**src/rtl/lz77_frame_ctrl.sv**
```systemverilog
// rtl/lz77_frame_ctrl.sv - LZ77 encoder frame sequencer: char loading, token FIFO, re-arm.
// Optional watchdog on stalled encodes: define LZ77_FRAME_CTRL_TIMEOUT_EN.
module lz77_frame_ctrl #(
    parameter int FRAME_LEN  = 2048,
    parameter int FIFO_DEPTH = 4,
    parameter int TIMEOUT    = 4095
) (
    input  logic        clk,
    input  logic        reset_n,
    input  logic        s_valid,
    input  logic [7:0]  s_data,
    output logic        s_ready,
    output logic        enc_reset,
    output logic [7:0]  enc_chardata,
    input  logic        enc_valid,
    input  logic [3:0]  enc_offset,
    input  logic [2:0]  enc_match_len,
    input  logic [7:0]  enc_char_nxt,
    input  logic        enc_finish,
    output logic        m_valid,
    input  logic        m_ready,
    output logic [14:0] m_token,
    output logic        m_last,
    output logic        busy,
    output logic [7:0]  frame_cnt,
    output logic        err
);
    localparam int PW = $clog2(FIFO_DEPTH);
    localparam int CW = PW + 1;

    typedef enum logic [1:0] {IDLE, LOAD, ENCODE, DRAIN} state_t;

    state_t        state_q, state_d;
    logic [10:0]   load_cnt_q, load_cnt_d;
    logic [14:0]   mem_q [FIFO_DEPTH];
    logic [14:0]   mem_d [FIFO_DEPTH];
    logic [PW-1:0] wr_ptr_q, wr_ptr_d, rd_ptr_q, rd_ptr_d;
    logic [CW-1:0] cnt_q, cnt_d;
    logic [7:0]    frame_cnt_q, frame_cnt_d;
    logic          err_q, err_d;
    logic          err_frame_q, err_frame_d;
    logic          push_req, pop, full, do_push, err_set;
`ifdef LZ77_FRAME_CTRL_TIMEOUT_EN
    logic [11:0]   wd_q, wd_d;
`endif

    always_comb begin
        state_d     = state_q;
        load_cnt_d  = load_cnt_q;
        mem_d       = mem_q;
        wr_ptr_d    = wr_ptr_q;
        rd_ptr_d    = rd_ptr_q;
        cnt_d       = cnt_q;
        frame_cnt_d = frame_cnt_q;
        err_d       = err_q;
        err_frame_d = err_frame_q;
`ifdef LZ77_FRAME_CTRL_TIMEOUT_EN
        wd_d        = wd_q;
`endif

        push_req = (state_q == ENCODE) && enc_valid;
        pop      = (cnt_q != '0) && m_ready;
        full     = (cnt_q == CW'(FIFO_DEPTH));
        // A pop in the same cycle frees the slot, so a full FIFO can still accept.
        do_push  = push_req && (!full || pop);
        err_set  = push_req && full && !pop;

        if (do_push) begin
            mem_d[wr_ptr_q] = {enc_offset, enc_match_len, enc_char_nxt};
            wr_ptr_d        = wr_ptr_q + PW'(1);
        end
        if (pop) begin
            rd_ptr_d = rd_ptr_q + PW'(1);
        end
        if (do_push && !pop) begin
            cnt_d = cnt_q + CW'(1);
        end else if (!do_push && pop) begin
            cnt_d = cnt_q - CW'(1);
        end

        case (state_q)
            IDLE: begin
                if (s_valid) begin
                    state_d     = LOAD;
                    load_cnt_d  = '0;
                    err_frame_d = 1'b0;
                end
            end
            LOAD: begin
                // The encoder loads one char every cycle and cannot stall.
                if (!s_valid) begin
                    err_set = 1'b1;
                    state_d = DRAIN;
                end else begin
                    load_cnt_d = load_cnt_q + 11'd1;
                    if (load_cnt_q == 11'(FRAME_LEN - 1)) begin
                        state_d = ENCODE;
`ifdef LZ77_FRAME_CTRL_TIMEOUT_EN
                        wd_d    = '0;
`endif
                    end
                end
            end
            ENCODE: begin
                if (enc_finish) begin
                    state_d = DRAIN;
                end
`ifdef LZ77_FRAME_CTRL_TIMEOUT_EN
                wd_d = enc_valid ? 12'd0 : wd_q + 12'd1;
                if (wd_q == 12'(TIMEOUT - 1)) begin
                    err_set = 1'b1;
                    state_d = DRAIN;
                end
`endif
            end
            DRAIN: begin
                if (cnt_q == '0) begin
                    if (!err_frame_q) begin
                        frame_cnt_d = frame_cnt_q + 8'd1;
                    end
                    state_d = IDLE;
                end
            end
            default: state_d = IDLE;
        endcase

        if (err_set) begin
            err_d       = 1'b1;
            err_frame_d = 1'b1;
        end
    end

    always_ff @(posedge clk or negedge reset_n) begin
        if (!reset_n) begin
            state_q     <= IDLE;
            load_cnt_q  <= '0;
            for (int i = 0; i < FIFO_DEPTH; i++) begin
                mem_q[i] <= '0;
            end
            wr_ptr_q    <= '0;
            rd_ptr_q    <= '0;
            cnt_q       <= '0;
            frame_cnt_q <= '0;
            err_q       <= 1'b0;
            err_frame_q <= 1'b0;
`ifdef LZ77_FRAME_CTRL_TIMEOUT_EN
            wd_q        <= '0;
`endif
        end else begin
            state_q     <= state_d;
            load_cnt_q  <= load_cnt_d;
            mem_q       <= mem_d;
            wr_ptr_q    <= wr_ptr_d;
            rd_ptr_q    <= rd_ptr_d;
            cnt_q       <= cnt_d;
            frame_cnt_q <= frame_cnt_d;
            err_q       <= err_d;
            err_frame_q <= err_frame_d;
`ifdef LZ77_FRAME_CTRL_TIMEOUT_EN
            wd_q        <= wd_d;
`endif
        end
    end

    assign s_ready      = (state_q == LOAD);
    assign enc_reset    = !reset_n || (state_q == IDLE) || (state_q == DRAIN);
    assign enc_chardata = s_ready ? s_data : 8'h00;
    assign m_valid      = (cnt_q != '0);
    assign m_token      = mem_q[rd_ptr_q];
    assign m_last       = (m_token[7:0] == 8'h24);
    assign busy         = (state_q != IDLE);
    assign frame_cnt    = frame_cnt_q;
    assign err          = err_q;
endmodule

```
**config.mk**
```make
export PLATFORM = sky130hd
export DESIGN_NAME = lz77_frame_ctrl
export DESIGN_NICKNAME = d
export VERILOG_FILES = /design/src/rtl/lz77_frame_ctrl.sv
export SDC_FILE = /design/constraint.sdc
export NUM_CORES = 1
export LEC_CHECK = 0
export ABC_AREA = 1
export CORE_MARGIN = 3
export CORE_UTILIZATION = 55
export DETAILED_ROUTE_END_ITERATION = 7
export GPL_ROUTABILITY_DRIVEN = 0
export PLACE_DENSITY = 0.86
export SETUP_SLACK_MARGIN = 0.05
export SKIP_LAST_GASP = 1
export SLEW_MARGIN = 15
export SYNTH_ARGS = -nofsm -noshare
export SYNTH_HDL_FRONTEND = slang
export SYNTH_SLANG_ARGS = --single-unit
```
**constraint.sdc**
```tcl
create_clock -name clk -period 3.15 [get_ports clk]
set_input_delay 0.7875 -clock clk [delete_from_list [all_inputs] [get_ports clk]]
set_output_delay 0.7875 -clock clk [all_outputs]
set_load 0.1 [all_outputs]
```
==> run metrics <==
CTS sink count=90; Tmin final=2820 ps; setup bufs post-CTS=0; fmax=355 MHz; critical path startpoint category=flop; CTS tree=yes; reg-to-reg critical path startpoint=state_q[0]$_DFFE_PN0P_; register area share after synthesis=48.1%; Post-CTS Resized=0; max_slew headroom=50.6%; global-route wire length before repair=19300 µm; WHS=203 ps; Routed met1 length=4500 µm; number of max-cap violations=0; vias in the first global route=4077; most frequent cell after synthesis=nand2_1; clk root buf=clkbuf_8; crit path max fanout=31; Yosys reg bits=90; EDFF count, synth=0; Setup TNS=0 ps; detailed placement HPWL=7600 µm; I/O Pins=66; period utilization=89.5%; H-tree depth=3; DRT iter0 DRCs=322; Most used DFF post-synth=dfrtp_1; routed len/inst=14.9 µm; Req. time, crit path=2360 ps; Vias/cell=5.51; Via Count=4226; Longest Clk Path Bufs=2; WL met2=5780 µm; largest net degree at the start of global routing=60; DR top layer=met4; clk_skew=13.6 ps; post-synthesis cell type count=34; worst path arrival time=2030 ps; Synth Warn #=0; R2R Path End=cnt_q[2]$_DFFE_PN0P_; Post-Synthesis Cells=600; asr flop ratio synth=100%; global route overflow=0; Die Width=98.2 µm; n_diodes=0; Mean Syn Cell Area=7.80 µm²; Reg2Reg Depth=12; Final #Nets=698; Starting Density=56.7%; total CTS buffers=9; # hold bufs at CTS=0; CTS clk-pin slew, worst paths=90 ps; area grow syn2layout=23.7%; syn_nets=641; largest cells by area after synthesis=dfrtp_1, nand2_1, o21ai_0; RSZ-0062 raised after global routing=false; CP Capture Point=m_last; final setup vio count=0; Die Span Y=98.2 µm; port buffer count=65; top post-synthesis cells by count=nand2_1, dfrtp_1, o21ai_0; std cell rows=33; initial antenna violation count=0; Critical path origin=rd_ptr_q[0]$_DFFE_PN0N_; metal3 WL=854 µm; Total Routing Usage GR=24.6%; Worst-Margin Slew=741 ps; core footprint=8260 µm²; die area=9650 µm²; top-area cell type share of the netlist area=48.1%; Yosys top cell by area=dfrtp_1; antenna-violating nets left=0; CP Capture Type=output port; share of cells above drive strength 1=12.1%; Layout Utilization=70.1%; Clock Latency Late Sink=370 ps; Slew Viols, Final=0; drt pass-1 iters=6; Final Hold Vio Count=0; wirelength, routed=11400 µm; # DRC=0; Hold WC Path Type=input pin to asynchronous set/reset pin; Post-Syn Area=4680 µm²; R2R Setup Slk=970 ps; Setup CP Type=flop to output port; outcome=complete, no violations
cells by family (layout without fill, tap and decap cells):
| logic type | after synthesis | in the layout | share of synthesized area [%] |
|---|---|---|---|
| DFF | 90 | 90 | 48.1 |
| buffers and inverters | 90 | 152 | 8.80 |
| xor gates and xnor gates | 9 | 9 | 1.68 |
| and+or+nand+nor | 292 | 292 | 25.9 |
| AOI/OAI and AO/OA | 106 | 106 | 11.8 |
| muxes | 1 | 1 | 0.241 |
| adders and majority gates | 12 | 12 | 3.37 |
per-stage QoR:
step / setup WS (ps) / std cells / area [µm²]
after floorplan: 103 / 600 / 4730
after global placement: 512 / 751 / 5600
after detailed placement: 429 / 751 / 5600
after CTS: 320 / 767 / 5790
after global routing: 185 / 767 / 5790
final: 330 / 767 / 5790
critical path: stages (launching register included):
cell     delay (ps)
dfrtp_1         400
inv_2           430
nand2_1         100
nand3_1          90
nand2_1         110
nor2_1          130
nand2_1         100
nor2_4          130
buf_12          180
worst min-delay path by stage:
stage | end | cells past startpoint
global route | frame_cnt[5]$_DFFE_PN0P_ | 1
detailed placement | err$_DFFE_PN0P_ | 1
finish | frame_cnt[5]$_DFFE_PN0P_ | 1
floorplan | mem_q[44]$_DFFE_PN0P_ | 2
global placement | err$_DFFE_PN0P_ | 1
CTS | frame_cnt[5]$_DFFE_PN0P_ | 1
layout make-up:
class | count | area (µm²)
multi-input cells | 420 | 2070
repair buffers | 70 | 906
clock buffers | 10 | 138
well taps | 105 | 131
fillers | 626 | 2470
clock inverters | 6 | 48.8
flip-flops and latches | 90 | 2250
inverters | 66 | 248
routing by layer:
| metal | global-route usage (%) | up-vias |
|---|---|---|
| met5 | 0 | - |
| met4 | 10.1 | 0 |
| met3 | 3.71 | 37 |
| met2 | 41.9 | 201 |
| met1 | 31.5 | 1981 |
| li1 | - | 2007 |
sequential cells by signal (all words and copies together), names as in the netlist:
| signal | count |
|---|---|
| err | 1 |
| state_q | 2 |
| wr_ptr_q | 2 |
| rd_ptr_q | 2 |
| mem_q | 60 |
| cnt_q | 3 |
| frame_cnt | 8 |
| load_cnt_q | 11 |
| err_frame_q | 1 |
cells in the final DEF, fill, tap and decap left out, drive strengths merged, types with 2 or more instances in the layout:
cell	count
a21oi	4
buf	43
clkbuf	10
clkdlybuf4s50	27
clkinv	2
clkinvlp	3
dfrtp	90
ha	11
inv	67
nand2	218
nand3	30
nand3b	2
nand4	3
nor2	38
o21ai	90
o22ai	7
xnor2	5
xor2	4
Power is not shown: default switching activity piles up to over one toggle a cycle in this logic, so the estimate is an artifact.
